==> src/rtl/tour_cmd.sv <==
// Replays a solved knight's tour as pairs of vertical/horizontal move commands,
// and passes UART commands straight through to the command processor when idle.
module tour_cmd #(
    parameter int LAST_INDX = 23
) (
    input  logic        clk,
    input  logic        rst_n,
    input  logic        start_tour,
    input  logic [7:0]  move,
    output logic [4:0]  mv_indx,
    input  logic [15:0] cmd_UART,
    input  logic        cmd_rdy_UART,
    output logic        clr_cmd_rdy_UART,
    output logic [15:0] cmd,
    output logic        cmd_rdy,
    input  logic        clr_cmd_rdy,
    input  logic        send_resp,
    output logic [7:0]  resp
);

    localparam logic [4:0] LAST      = 5'(LAST_INDX);
    localparam logic [3:0] OP_MOVE   = 4'b0010;
    localparam logic [3:0] OP_FANF   = 4'b0011;
    localparam logic [7:0] HDG_NORTH = 8'h00;
    localparam logic [7:0] HDG_WEST  = 8'h3F;
    localparam logic [7:0] HDG_SOUTH = 8'h7F;
    localparam logic [7:0] HDG_EAST  = 8'hBF;
    localparam logic [7:0] RESP_ACK  = 8'hA5;
    localparam logic [7:0] RESP_DONE = 8'h5A;

    typedef enum logic [2:0] {IDLE, VERT, HOLD_V, HORZ, HOLD_H} state_t;
    state_t state;

    logic signed [2:0] dx;
    logic signed [2:0] dy;
    logic              no_move;
    logic [15:0]       vert_cmd;
    logic [15:0]       horz_cmd;
    logic              at_last;

    function automatic logic [3:0] mag(input logic signed [2:0] v);
        return (v < 3'sd0) ? 4'(-v) : 4'(v);
    endfunction

    // Lowest set bit of a multi-hot move takes priority.
    always_comb begin
        dx = 3'sd0;
        dy = 3'sd0;
        if      (move[0]) begin dx =  3'sd1; dy =  3'sd2; end
        else if (move[1]) begin dx = -3'sd1; dy =  3'sd2; end
        else if (move[2]) begin dx = -3'sd2; dy =  3'sd1; end
        else if (move[3]) begin dx = -3'sd2; dy = -3'sd1; end
        else if (move[4]) begin dx = -3'sd1; dy = -3'sd2; end
        else if (move[5]) begin dx =  3'sd1; dy = -3'sd2; end
        else if (move[6]) begin dx =  3'sd2; dy = -3'sd1; end
        else if (move[7]) begin dx =  3'sd2; dy =  3'sd1; end
    end

    assign no_move = (move == 8'h00);
    assign at_last = (mv_indx == LAST);

    // An empty move still issues two zero-length legs facing north.
    assign vert_cmd = {OP_MOVE,
                       (no_move || dy > 3'sd0) ? HDG_NORTH : HDG_SOUTH,
                       mag(dy)};
    assign horz_cmd = {OP_FANF,
                       no_move ? HDG_NORTH : ((dx > 3'sd0) ? HDG_EAST : HDG_WEST),
                       mag(dx)};

    always_ff @(posedge clk or negedge rst_n) begin
        if (!rst_n) begin
            state   <= IDLE;
            mv_indx <= 5'd0;
        end else begin
            case (state)
                IDLE: begin
                    if (start_tour) begin
                        mv_indx <= 5'd0;
                        state   <= VERT;
                    end
                end
                VERT:   if (clr_cmd_rdy) state <= HOLD_V;
                HOLD_V: if (send_resp)   state <= HORZ;
                HORZ:   if (clr_cmd_rdy) state <= HOLD_H;
                HOLD_H: begin
                    if (send_resp) begin
                        if (at_last) begin
                            state <= IDLE;
                        end else begin
                            mv_indx <= mv_indx + 5'd1;
                            state   <= VERT;
                        end
                    end
                end
                default: state <= IDLE;
            endcase
        end
    end

    // While a tour is running the UART side is fenced off completely.
    always_comb begin
        cmd              = cmd_UART;
        cmd_rdy          = cmd_rdy_UART;
        clr_cmd_rdy_UART = clr_cmd_rdy;
        resp             = RESP_DONE;
        case (state)
            VERT: begin
                cmd              = vert_cmd;
                cmd_rdy          = 1'b1;
                clr_cmd_rdy_UART = 1'b0;
                resp             = RESP_ACK;
            end
            HOLD_V: begin
                cmd              = vert_cmd;
                cmd_rdy          = 1'b0;
                clr_cmd_rdy_UART = 1'b0;
                resp             = RESP_ACK;
            end
            HORZ: begin
                cmd              = horz_cmd;
                cmd_rdy          = 1'b1;
                clr_cmd_rdy_UART = 1'b0;
                resp             = RESP_ACK;
            end
            HOLD_H: begin
                cmd              = horz_cmd;
                cmd_rdy          = 1'b0;
                clr_cmd_rdy_UART = 1'b0;
                resp             = at_last ? RESP_DONE : RESP_ACK;
            end
            default: ;
        endcase
    end

endmodule

==> config.mk <==
export PLATFORM = sky130hd
export DESIGN_NAME = tour_cmd
export DESIGN_NICKNAME = d
export VERILOG_FILES = /design/src/rtl/tour_cmd.sv
export SDC_FILE = /design/constraint.sdc
export NUM_CORES = 1
export LEC_CHECK = 0
export CAP_MARGIN = 20
export CORE_MARGIN = 2
export CORE_UTILIZATION = 37
export CTS_BUF_LIST = sky130_fd_sc_hd__clkbuf_8
export CTS_CLUSTER_DIAMETER = 60
export DETAILED_ROUTE_END_ITERATION = 10
export GPL_TIMING_DRIVEN = 0
export PLACE_DENSITY = 0.84
export SETUP_SLACK_MARGIN = 0.3
export SYNTH_ARGS = -nofsm -noshare
export SYNTH_HDL_FRONTEND = slang
export SYNTH_SLANG_ARGS = --single-unit
==> constraint.sdc <==
create_clock -name clk -period 2.41 [get_ports clk]
set_input_delay 0.482 -clock clk [delete_from_list [all_inputs] [get_ports clk]]
set_output_delay 0.482 -clock clk [all_outputs]
set_load 0.05 [all_outputs]
==> run summary, run 1 <==
Once global-route timing repair stopped, the endpoint with the least setup slack was cmd[1]. The longest clock path from root to sink contains 2 buffers. The mean instance size in the synthesized netlist came out at 7.558 µm². The share of flip-flops with an asynchronous set or reset after synthesis is between 90% and 100%. After synthesis, the cell types taking the most area are sky130_fd_sc_hd__dfrtp_1 (21%), sky130_fd_sc_hd__nand2_1 (10%), sky130_fd_sc_hd__nand3_1 (5.9%), sky130_fd_sc_hd__buf_4 (5.6%), sky130_fd_sc_hd__nor2_1 (4.4%).

The placement-stage cell area came out at ~1700 µm². The effective utilization at floorplan is 38.53%. The congestion estimate from routability-driven global placement came to between 0.7 and 0.8. The top cell type by area accounts for between 20% and 30% of the synthesized area. The number of buffers inserted for hold repair after clock tree synthesis is 0. The largest net degree at the start of global routing came out at 11. The number of clock sinks came out at 8. In the synthesized netlist, the number of instances is roughly 120.

The number of CTS-inserted buffers came out at 3. Among all flip-flop cells after synthesis, the most frequent one is sky130_fd_sc_hd__dfrtp_1. The portion of the post-synthesis area used by sequential elements came out at roughly a fifth. The minimum setup slack after placement came out at -1.069 ns.

The total of buffers placed on input and output ports is 60. Summed over all nets, the half-perimeter wirelength after detailed placement is around 2500 µm. After synthesis the cells add up to 937.1 µm². The number of distinct standard cells referenced by the synthesized netlist came out at 40. By count the netlist is led by sky130_fd_sc_hd__nand2_1 (26), sky130_fd_sc_hd__nand3_1 (11), sky130_fd_sc_hd__nor2_1 (11). After the last repair the worst path ends at a top-level output.

sky130_fd_sc_hd__dfrtp_1 takes more of the synthesized area than any other cell. The run ended at global routing. In the post-synthesis netlist, the cell with the most instances is sky130_fd_sc_hd__nand2_1. The flow did not finish. The tree is rooted in a sky130_fd_sc_hd__clkbuf_8. The number of synthesized flops with an enable pin came out at 0. The net count after synthesis is 157. The number of rows created at floorplan came out at 18. The tool reported: "[ERROR DPL-0038] Utilization greater than 100%, impossible to legalize". In this run the number of H-tree levels came out at 1. The count of state elements after synthesis is 8. In this run the count of I/O pins placed on the die edge is between 60 and 70. The horizontal die dimension came out at approximately 54 µm. The floorplan die height is between 50 and 60 µm. Yosys printed 0 warnings.
through the flow:
step | std cells | hold slack (ns) | setup TNS [ns]
after floorplan | 124 | 0.1864 | 0
after global placement | 214 | 0.4957 | -10.05
after detailed placement | 214 | 0.4954 | -11.08
after CTS | 246 | 0.5045 | 0
cell families after synthesis:
family / after synthesis / share of synthesized area, %
simple gates: 66 / 34.71
compound gates: 27 / 22.83
buf+inv: 14 / 10.15
flops: 8 / 21.36
xor+xnor: 3 / 3.606
mux: 3 / 3.338
fa+ha+maj: 3 / 4.006
repair_timing:
action / 4_1_cts
setup buffers: 28
pin swaps: 21
resized for setup: 245
setup endpoints to repair: 26
==> run 2, diff against run 1 <==
==> config.mk (replaced) <==
export PLATFORM = sky130hd
export DESIGN_NAME = tour_cmd
export DESIGN_NICKNAME = d
export VERILOG_FILES = /design/src/rtl/tour_cmd.sv
export SDC_FILE = /design/constraint.sdc
export NUM_CORES = 1
export LEC_CHECK = 0
export CAP_MARGIN = 20
export CORE_AREA = 2 2 63 65
export DETAILED_ROUTE_END_ITERATION = 10
export DIE_AREA = 0 0 65 67
export GPL_TIMING_DRIVEN = 0
export PLACE_DENSITY_LB_ADDON = 0.15
export SYNTH_ARGS = -nofsm -noshare
export SYNTH_HDL_FRONTEND = slang
export SYNTH_SLANG_ARGS = --single-unit
==> run summary, run 2 <==
The most repeated library cell on the critical path is sky130_fd_sc_hd__nor2_2. The insertion delay to the later sink of the worst-skew pair came out at approximately 0.23 ns. The area used by multi-input combinational logic came out at around 800 µm².

The floorplan die height is around 67 µm. Counting flops per register, the top entry is mv_indx. The worst register-to-register path begins at mv_indx[0]. The portion of the post-synthesis area used by sequential elements came out at 21.36%. Synthesis produced approximately 120 cells. The number of design rule violations left after detail routing came out at 0.

The slew of the pin with the lowest slew margin came out at around 0.5 ns. The number of clock buffers added by TritonCTS is 3. The initial detailed-routing violation count came out at a little over 60.

The largest net degree at the start of global routing is 11. The die area is 4355 µm². The post-detailed-route via-to-cell ratio came out at about 4.8. The cell area after layout is 1783 µm². The total of buffers placed on input and output ports came out at 60.

The number of nets in the synthesized netlist is between 150 and 200. The number of levels in the clock H-tree came out at 1. Once detail routing completed, the nets flagged for antenna violations numbered 0. The number of nets in the layout came out at 231. The growth of design area from synthesis to finish came out at 90.25%.

The final critical-path required period came out at roughly 2.4 ns. The average wire per standard cell is around 13 µm. The run finished with clean final reports. The endpoint arrival time on the critical path came out at 1.90 ns. The core region is around 3600 µm².

Setup repair after global routing could not meet its margin everywhere. The longest clock path from root to sink contains 2 buffers. The relative slew slack is 66.70%. The number of maximum-capacitance violations is 0.

For the worst setup path, the data required time is about 1.9 ns. The terminating pin of the worst hold path is mv_indx[3]. The final RePlAce weighted congestion came out at between 0.8 and 0.9. The number of flip-flops under the largest register name came out at 5. For this run, the leading register cell type out of synthesis is sky130_fd_sc_hd__dfrtp_1. TritonCTS built the clock tree.

The cell area that synthesis handed to floorplanning was about 940 µm². The kind of path behind the tightest hold check is register to register. The worst setup slack for register-to-register paths is between 0.8 and 0.9 ns. The routed via count is 1177.

The global-route wire length before repair is 5030 µm. The number of rows created at floorplan came out at 22. By area the synthesized netlist is led by sky130_fd_sc_hd__dfrtp_1 (21%), sky130_fd_sc_hd__nand2_1 (10%), sky130_fd_sc_hd__nand3_1 (5.9%), sky130_fd_sc_hd__buf_4 (5.6%), sky130_fd_sc_hd__nor2_1 (4.4%).

The type of the worst setup path is input pin to output pin. After synthesis, the most frequently instantiated cells are sky130_fd_sc_hd__nand2_1 (26), sky130_fd_sc_hd__nand3_1 (11), sky130_fd_sc_hd__nor2_1 (11). The number of placed instances, taps included is approximately 230. The via count of the first global-routing pass is 1099. The number of optimization iterations in the first detailed-route pass is 4.

The final setup skew came out at about 0.0051 ns. The worst hold path cell count came out at 1. The post-CTS clock slew at the launch and capture registers of the worst setup and hold paths came out at roughly 0.050 ns. In this run the critical register-to-register path is captured at mv_indx[3]. The area fraction of the dominant cell type after synthesis is between 20% and 30%. The largest individual stage delay along the critical path comes from the cell sky130_fd_sc_hd__nor4_4. The count of warnings emitted by yosys is 0. Yosys instantiated no cell more often than sky130_fd_sc_hd__nand2_1.

The sequential cell area is approximately 200 µm². The number of antenna violations at the first check in global routing is 0. The effective utilization at floorplan is 25.99%.

The number of distinct standard cells referenced by the synthesized netlist came out at 40. Based on the critical path, the design can be clocked at up to ~0.42 GHz. The count of pins over their slew limit is 0. The share of flip-flops with an asynchronous set or reset after synthesis came out at between 90% and 100%. The total overflow reported by the global router came out at 0. Setup violations remaining at the end of the flow were counted as 0. The filler-free cell count of the finished design came out at about 240. The worst hold path begins at mv_indx[3].

The total wire length after detailed routing came out at around 3200 µm. The final-report hold violation count is 0. The minimum setup slack after placement came out at -1.081 ns. The maximum fanout count along the critical path is 4.

The worst hold slack after final layout came out at 0.5246 ns. The final clock period utilization by the worst path is between 90% and 100%. The setup slack after layout came out at between 0.02 and 0.03 ns.

Clock tree synthesis selected as its root buffer the cell sky130_fd_sc_hd__clkbuf_8. The fill cell instance count of the final layout came out at between 300 and 400. After legalization and detailed placement, the total HPWL measured approximately 2300 µm. The placement-stage cell area came out at 1612 µm². On the worst path, the slowest cell contributes a delay of ~0.31 ns. The cell depth of the worst flop-to-flop path came out at 5. The critical path goes through buf_2 > nor4_4 > nor2_2 > nor2_2 > ha_2 > o21ai_2 > o221ai_2 > buf_6. Measured along the x axis, the die boundary spans about 65 µm. The number of synthesized flops with an enable pin is 0. For this design the top-level I/O count stands at about 60.

The library cells used most frequently in the layout, excluding fill and tap cells, are sky130_fd_sc_hd__nand2_1 (26), sky130_fd_sc_hd__clkdlybuf4s50_1 (26), sky130_fd_sc_hd__buf_4 (17), sky130_fd_sc_hd__clkbuf_2 (11). The kind of start point of the critical path is an input pin. The number of clock sinks is 8. The overall track demand over capacity in global routing is approximately 14%. In the final layout, the registers with the most flip-flops are mv_indx x5, state x3. The largest total area in the synthesized netlist belongs to sky130_fd_sc_hd__dfrtp_1.

The fraction of layout instances using a drive strength above 1 is 43.37%. Synthesis inferred 8 register bits. 0 antenna diodes ended up in the layout.

The type of element capturing the critical path is an output pin. A synthesized cell averages approximately 7.6 µm².
==> run 2: through the flow <==
| step | TNS (ns) | utilization [%] |
|---|---|---|
| CTS | -0.1004 | 49.13 |
| global route | -0.03915 | 49.44 |
| detailed placement | -11.02 | 44.69 |
| global placement | -10.63 | 44.69 |
| floorplan | -0.3412 | - |
| finish | 0 | 49.44 |
==> run 2: worst max-delay path by stage <==
| stage | from | end | slack, ns | cells past startpoint |
|---|---|---|---|---|
| after global placement | move[1] | cmd[1] | -1.06 | 8 |
| after floorplan | mv_indx[0] | resp[2] | -0.11 | 6 |
| after CTS | move[2] | cmd[1] | -0.10 | 8 |
| after detailed placement | move[1] | cmd[1] | -1.08 | 8 |
| after global routing | move[3] | cmd[1] | -0.03 | 8 |
| final | move[3] | cmd[1] | 0.03 | 8 |
==> run 2: worst max-delay path: cells and delay by family <==
family / cells / cell delay (ns)
adders and majority gates: 1 / 0.29
AOI/OAI and AO/OA: 2 / 0.29
buffers and inverters: 2 / 0.31
and+or+nand+nor: 3 / 0.52
==> run 2: area by class of cell <==
class                           instances  share of cell area (%)
Buffer                                 11                   4.772
Clock buffer                            3                   2.316
Inverter                                3                  0.6316
Multi-Input combinational cell        102                   44.98
Sequential cell                         8                   11.23
Tap cell                               48                   3.368
Timing Repair Buffer                   69                   32.70
==> run 2: logic make-up after synthesis <==
logic type	count (synthesis)	share of synthesized area [%]
AOI/OAI and AO/OA	27	22.83
xor gates and xnor gates	3	3.606
adders and majority gates	3	4.006
buffers and inverters	14	10.15
DFF	8	21.36
muxes	3	3.338
and+or+nand+nor	66	34.71
==> run 2: metal layers <==
layer	vias to the layer above	wire length (µm)	GRT usage, %
met5	-	0	0
met4	0	21	3.191
met3	4	126	2.365
met2	23	1712	26.93
met1	561	1309	16.99
li1	589	-	-
==> run 2: timing repair <==
item | in CTS | in global routing
gates resized for setup | 148 | 44
pin swaps | 12 | 11
hold buffers | 0 | 0
endpoints found under the hold margin | 0 | 0
setup endpoints to repair | 26 | 24
buffers inserted | 2 | 7
Power of run 2 is left out: the tool's default activity adds up to more than one toggle a clock period on the data nets, which glitch-free logic cannot reach.
==> run 3, diff against run 2 <==
--- a/config.mk
+++ b/config.mk
@@ -5,11 +5,13 @@
 export SDC_FILE = /design/constraint.sdc
 export NUM_CORES = 1
 export LEC_CHECK = 0
+export ABC_AREA = 1
 export CAP_MARGIN = 20
 export CORE_AREA = 2 2 63 65
 export DETAILED_ROUTE_END_ITERATION = 10
 export DIE_AREA = 0 0 65 67
 export GPL_TIMING_DRIVEN = 0
+export MAX_ROUTING_LAYER = met4
 export PLACE_DENSITY_LB_ADDON = 0.15
 export SYNTH_ARGS = -nofsm -noshare
 export SYNTH_HDL_FRONTEND = slang
==> run summary, run 3 <==
The number of placed instances, taps included came out at 292. The run finished with clean final reports. The overall track demand over capacity in global routing is between 10% and 20%.

The highest achievable clock rate is 0.4198 GHz. The number of rows created at floorplan is 22. The die is around 67 µm tall. The area fraction of the dominant cell type after synthesis is between 20% and 30%. The routed via count came out at about 1.3k.

STA classifies the critical path startpoint as an input pin. The count of warnings emitted by yosys is 0. The sequential cell area is 206.4 µm². TritonCTS built the clock tree. The post-synthesis instance area is approximately 1000 µm². The register with the most flip-flops is mv_indx. The cell depth of the worst flop-to-flop path is 7. The largest voltage drop on the vdd net is about 0.43 mV. The reg-to-reg critical path startpoint is mv_indx[3]. The die covers about 4400 µm². In the layout the commonest cells are sky130_fd_sc_hd__nand2_1 (63), sky130_fd_sc_hd__inv_1 (27), sky130_fd_sc_hd__clkdlybuf4s50_1 (26), sky130_fd_sc_hd__nor2_1 (19), sky130_fd_sc_hd__nand3_1 (15). The overall power after layout came out at approximately 2.8 mW.

For this design, the slowest cell found on the critical path is sky130_fd_sc_hd__dlygate4sd2_1. The slew of the pin with the lowest slew margin is slightly below 0.5 ns. The tree is rooted in a sky130_fd_sc_hd__clkbuf_8. The number of distinct standard cells referenced by the synthesized netlist came out at 23. The area of the core region came out at around 3600 µm². The number of optimization iterations in the first detailed-route pass came out at 4. After the first detailed-routing iteration, the DRC count stood at 40. The growth of design area from synthesis to finish came out at 86.91%. The fraction of layout instances using a drive strength above 1 came out at 29.96%. After layout, the worst path uses a little over nine tenths of the clock period.

The number of buffers inserted for hold repair after clock tree synthesis came out at 0. The worst register-to-register path ends at mv_indx[1]. The number of nets in the layout is between 200 and 300.

The worst setup slack for register-to-register paths came out at 1.13 ns. The final setup skew is between 0.01 and 0.015 ns. Data arrives at the worst endpoint at between 1.5 and 2 ns. The effective utilization at floorplan came out at around 28%. The total wire length after detailed routing is 3061 µm. On the final layout, the worst hold slack is approximately 0.52 ns. Yosys instantiated no cell more often than sky130_fd_sc_hd__nand2_1. In the final layout, the registers with the most flip-flops are mv_indx x5, state x3. After detailed routing, the average wire length per cell comes to 10.04 µm.

The number of synthesized flops with an enable pin came out at 0. The final core utilization came out at about 53%. In this run the worst path has a maximum fanout of 3. The area used by multi-input combinational logic came out at between 700 and 800 µm². The synthesized design contains 8 register bits. The count of pins over their slew limit came out at 0. For this run, the leading register cell type out of synthesis is sky130_fd_sc_hd__dfrtp_1.

The total of endpoints with negative setup slack in the final report came out at 0. In the post-synthesis netlist, the biggest area contributors are sky130_fd_sc_hd__nand2_1 (25%), sky130_fd_sc_hd__dfrtp_1 (20%), sky130_fd_sc_hd__inv_1 (11%), sky130_fd_sc_hd__nor2_1 (9.3%), sky130_fd_sc_hd__nand3_1 (8.4%). Leaving out fill and tap cells, the most frequent cell in the layout is sky130_fd_sc_hd__nand2_1. The leakage dissipation came out at around 1.1 nW. The most critical setup path has its endpoint at cmd[1]. The number of antenna diodes in the final layout is 0. In the synthesized netlist, the cells that appear most often are sky130_fd_sc_hd__nand2_1 (67), sky130_fd_sc_hd__inv_1 (30), sky130_fd_sc_hd__nor2_1 (25).

The number of flip-flops under the largest register name came out at 5. Across the run, the number of max-cap violations was 0. The largest net degree at the start of global routing came out at 11.

The total overflow reported by the global router came out at 0. The first global-routing pass estimated 5009 µm of wire. The portion of the post-synthesis area used by sequential elements is just under 20%. The startpoint of the worst setup timing path is move[4].

The mean instance size in the synthesized netlist came out at between 5 and 6 µm². The worst pin sits at a relative slew slack of about two thirds. The number of antenna violations at the first check in global routing is 0. For this run, design rule violations remaining after detail routing come to 0. Traced cell by cell, the critical path runs through dlygate4sd2_1 > o21ai_1 > nand2_1 > nor2_2 > inv_2 > ha_4 > nor3_4 > nor2_2 > nand2_1 > nand3_2 > buf_8. The fill cell instance count of the final layout is slightly below 400. Setup repair after global routing could not meet its margin everywhere. The final-report hold violation count came out at 0. The count of nets left with antenna violations after detail routing is 0.

The tightest min-delay check is of the input pin to async pin type. In this run the tool buffered the top-level ports with 60 buffer cells. On the worst path, the slowest cell contributes a delay of around 0.26 ns.

The gate count of the mapped netlist is ~180. The post-detailed-route via-to-cell ratio is ~4.3. The category of cells accounting for the largest share of critical-path delay is simple AND/OR/NAND/NOR gates. In this run the number of cells on the critical path is 11. The required time of the critical path is just under 2 ns.

The number of levels in the clock H-tree came out at 1. The share of flip-flops with an asynchronous set or reset after synthesis is 100.0%. The total half-perimeter wirelength after legalization and detailed placement is around 2400 µm. For this run, the number of standard cells in the final layout without fillers is about 300. The buffer depth of the longest clock path is 2. The total buffers and inverters traversed by the critical path is 3. The final RePlAce weighted congestion is between 0.7 and 0.8. For the worst-skew pair, the clock arrives at the later sink with an insertion delay of approximately 0.24 ns. The largest area contributor in the synthesized netlist is sky130_fd_sc_hd__nand2_1. The power density over the cells is roughly 1500 nW/µm².

The net count after synthesis is 217. The post-CTS clock slew at the launch and capture registers of the worst setup and hold paths came out at 0.05 ns. The number of primary I/O pins is 61.

The worst setup path is of the input pin to output pin kind. STA classifies the critical path endpoint as an output pin. The number of CTS-inserted buffers came out at 3. Clock tree synthesis found a total of 8 sinks.

The horizontal die dimension is between 60 and 70 µm. The via count of the first global-routing pass came out at 1198. The final critical-path required period is 2.382 ns.
[run 3: cell count changes in the layout (fill, tap and decap cells not counted), moves of 8 or more]
cell and delta:
sky130_fd_sc_hd__dlygate4sd2_1 +8, sky130_fd_sc_hd__inv_1 +25, sky130_fd_sc_hd__nand2_1 +37, sky130_fd_sc_hd__nand3_1 +10, sky130_fd_sc_hd__nor2_1 +14
[run 3: kinds of logic after synthesis]
logic type	count (synthesis)	share of synthesized area, %
simple gates	123	52.22
buf+inv	40	18.40
compound gates	10	5.927
flops	8	19.75
fa+ha+maj	3	3.704
[run 3: through the flow]
step | area [µm²] | worst slack, ns | TNS [ns]
finish | 1894 | 0.02801 | 0
global placement | 1743 | -0.8876 | -9.327
CTS | 1810 | -0.02102 | -0.02102
detailed placement | 1743 | -0.9032 | -9.358
global route | 1894 | -0.1104 | -0.3783
floorplan | 1082 | -0.1121 | -0.3363
[run 3: routing by layer]
metal | GRT usage [%] | share of wire [%]
met2 | 24.87 | 49
met3 | 3.547 | 6.0
met4 | 2.394 | 0.56
met1 | 18.51 | 44
met5 | - | 0
[run 3: cell type report]
type                    instances  area share [%]
plain buffers                   8           4.557
repair buffers                 69           33.62
well taps                      48           3.170
multi-input cells             136           38.71
inverters                      32           6.671
flip-flops and latches          8           10.90
clock buffers                   4           2.378
[run 3: worst min path at each step]
| stage | from | slack [ns] | endpoint | cells after the start |
|---|---|---|---|---|
| global placement | mv_indx[3] | 0.53 | mv_indx[3] | 2 |
| CTS | rst_n | 0.54 | mv_indx[2] | 1 |
| finish | rst_n | 0.52 | mv_indx[0] | 1 |
| global route | rst_n | 0.57 | mv_indx[2] | 1 |
| detailed placement | mv_indx[3] | 0.53 | mv_indx[3] | 2 |
| floorplan | rst_n | 0.19 | mv_indx[0] | 0 |
[run 3: timing repair]
| item | CTS | global route |
|---|---|---|
| pin swaps | 8 | 10 |
| hold endpoints to repair | 0 | 0 |
| gates resized for setup | 98 | 58 |
| setup buffers | 6 | 3 |
| endpoints found under the setup margin | 26 | 18 |
[run 3: report_power, final]
part / switching [mW] / leakage, nW / total (mW) / internal [mW]
clock: 0.0609 / 0.0228 / 0.176 / 0.115
combinational: 1.62 / 0.933 / 2.45 / 0.830
sequential: 0.0486 / 0.0998 / 0.217 / 0.168
total: 1.73 / 1.06 / 2.85 / 1.11
Note: power is estimated with default switching activity, not from simulation.
==> run 4, diff against run 3 <==
--- a/config.mk
+++ b/config.mk
@@ -10,9 +10,11 @@
 export CORE_AREA = 2 2 63 65
 export DETAILED_ROUTE_END_ITERATION = 10
 export DIE_AREA = 0 0 65 67
+export DONT_BUFFER_PORTS = 1
 export GPL_TIMING_DRIVEN = 0
 export MAX_ROUTING_LAYER = met4
 export PLACE_DENSITY_LB_ADDON = 0.15
+export REMOVE_ABC_BUFFERS = 1
 export SYNTH_ARGS = -nofsm -noshare
 export SYNTH_HDL_FRONTEND = slang
 export SYNTH_SLANG_ARGS = --single-unit
==> run summary, run 4 (synthesis gave the netlist of run 3 again) <==
The run finished with clean final reports. The launch point of the worst hold path is clr_cmd_rdy. The final critical-path required period came out at around 2.4 ns. The final setup skew came out at around 0.0037 ns. The worst hold path cell count came out at 3. The fraction of layout instances using a drive strength above 1 came out at between 20% and 30%. After detailed routing, the average wire length per cell comes to around 12 µm.

The root buffer cell is sky130_fd_sc_hd__clkbuf_8. The library cell used most frequently in the layout, excluding fill and tap cells, is sky130_fd_sc_hd__nand2_1. In this run the cell area measured after placement is 1041 µm².

The antenna diode instance count is 0. The insertion delay to the later sink of the worst-skew pair is about 0.23 ns. The overall track demand over capacity in global routing is approximately an eighth. The cell area after layout is roughly 1300 µm².

The horizontal die dimension is 65 µm. The type of element capturing the critical path is an output pin. The final-report hold violation count was 0. The total of endpoints with negative setup slack in the final report is 0.

The worst setup path is of the register to output pin kind. The number of design rule violations left after detail routing is 0. The layer with the highest usage is met2. The first routing iteration left 28 violations. The number of flip-flops under the largest register name is 5. Global routing used 15.26% of the available met1 tracks. The growth of design area from synthesis to finish came out at 24.94%. The via count of the first global-routing pass is slightly below 1k. The terminating pin of the worst hold path is state[0]. The worst setup path is launched from a register. The final RePlAce weighted congestion came out at approximately 0.8. The fill cell instance count of the final layout is just over 400. The count of pins over their slew limit is 0. The worst setup slack for register-to-register paths came out at ~0.78 ns. The post-detailed-route via-to-cell ratio came out at ~4.7. The total of buffers placed on input and output ports came out at 0. The endpoint arrival time on the critical path is about 1.9 ns. The area of the core region is 3606 µm².

The number of optimization iterations in the first detailed-route pass came out at 4. The number of primary I/O pins is 61. TritonCTS built the clock tree. The cell depth of the worst flop-to-flop path came out at 8.

The largest registers in the layout are mv_indx x5, state x3. The kind of path behind the tightest hold check is input pin to register. The maximum fanout count along the critical path is 6. In this run the tightest slew margin relative to its limit is approximately two fifths. Buffers inserted during clock tree synthesis total 3. The total overflow reported by the global router is 0. Derived from the worst setup path, the maximum achievable clock frequency is between 0.4 and 0.5 GHz.

The tightest hold path in the finished design has a slack of just under 0.5 ns. For this configuration, the core starts out at a cell density of between 20% and 30%. Tracing the worst setup path back leads to its startpoint at mv_indx[0]. The total wire length after detailed routing is ~2700 µm. The die area came out at between 4000 and 5000 µm². At the pin with the least slew margin, the transition time is around 0.89 ns. The number of levels in the clock H-tree came out at 1. Detailed routing inserted a total of roughly 1.1k vias. Setup repair after global routing could not meet its margin everywhere. The buffer depth of the longest clock path came out at 2. Leaving out fill and tap cells, the most frequent cells in the layout are sky130_fd_sc_hd__nand2_1 (63), sky130_fd_sc_hd__inv_1 (29), sky130_fd_sc_hd__nor2_1 (22), sky130_fd_sc_hd__nand3_1 (10), sky130_fd_sc_hd__nand3_4 (7). Ranked by flip-flop count, first place goes to mv_indx. The required time of the critical path came out at ~1.9 ns.

Entering global routing, the biggest net connects 13 pins. The number of clock sinks is 8. Once placement completed, the tool counted placed cells totaling about 230. The number of antenna violations at the first check in global routing is 0. The number of nets in the layout came out at approximately 220. The total half-perimeter wirelength after legalization and detailed placement is between 2000 and 2500 µm.

The worst register-to-register path begins at mv_indx[1]. The number of rows created at floorplan came out at 22. Once layout is complete, the cells apart from fillers number 231. The post-CTS clock slew at the launch and capture registers of the worst setup and hold paths is around 0.04 ns. Summed over all failing endpoints, the final setup total negative slack is 0 ns. The floorplan die height is 67 µm. The worst register-to-register path ends at mv_indx[3]. For this run, global-route usage on met3 was measured as under 10%. The met2 capacity usage during global routing came out at roughly a fifth. The global-route wire length before repair is about 4300 µm.

The final clock period utilization by the worst path is between 90% and 100%. Max-cap violations in this run came to 0. The count of nets left with antenna violations after detail routing came out at 0.
==> run 4: worst max-delay path, cell delays in order (launching register included) <==
cell and delay, ns:
sky130_fd_sc_hd__dfrtp_4 0.57, sky130_fd_sc_hd__ha_4 0.20, sky130_fd_sc_hd__nand2_4 0.07, sky130_fd_sc_hd__nor2_4 0.05
sky130_fd_sc_hd__o21ai_4 0.46, sky130_fd_sc_hd__buf_12 0.29
==> run 4: repair_timing <==
| item | in CTS | in global routing |
|---|---|---|
| pin swaps | 2 | 2 |
| setup buffers | 1 | 1 |
| setup endpoints to repair | 12 | 21 |
| hold buffers | 1 | 0 |
| gates resized for setup | 14 | 24 |
| hold endpoints to repair | 8 | 0 |
==> run 4: per-stage QoR <==
| stage | setup slack [ns] | utilization [%] |
|---|---|---|
| 2_1_floorplan | -6.379 | - |
| 3_3_place_gp | -6.686 | 28.00 |
| 3_5_place_dp | -0.4182 | 28.87 |
| 4_1_cts | -0.004041 | 31.75 |
| 5_1_grt | -0.03649 | 35.11 |
| 6_report | 0.04615 | 35.11 |
==> run 4: cell type report <==
class,count,area [µm²],area share [%]
Clock buffer,3,41.29,3.261
Timing Repair Buffer,4,45.04,3.557
Multi-Input combinational cell,136,779.5,61.56
Sequential cell,8,210.2,16.60
Inverter,32,130.1,10.28
Tap cell,48,60.06,4.743
==> run 4: worst max-delay path by stage <==
stage	cells past startpoint	slack, ns	endpoint
final	5	0.05	resp[7]
after global routing	5	-0.04	cmd[3]
after detailed placement	5	-0.42	resp[6]
after floorplan	5	-6.38	resp[1]
after global placement	5	-6.69	resp[6]
after CTS	9	-0.004	cmd[9]
==> run 4: metal layers <==
metal,vias up,part of all wire (%)
met3,7,6.7
met1,489,40
met5,-,0
li1,558,-
met4,0,1.3
met2,27,52
Power of run 4 is left out for the same reason.
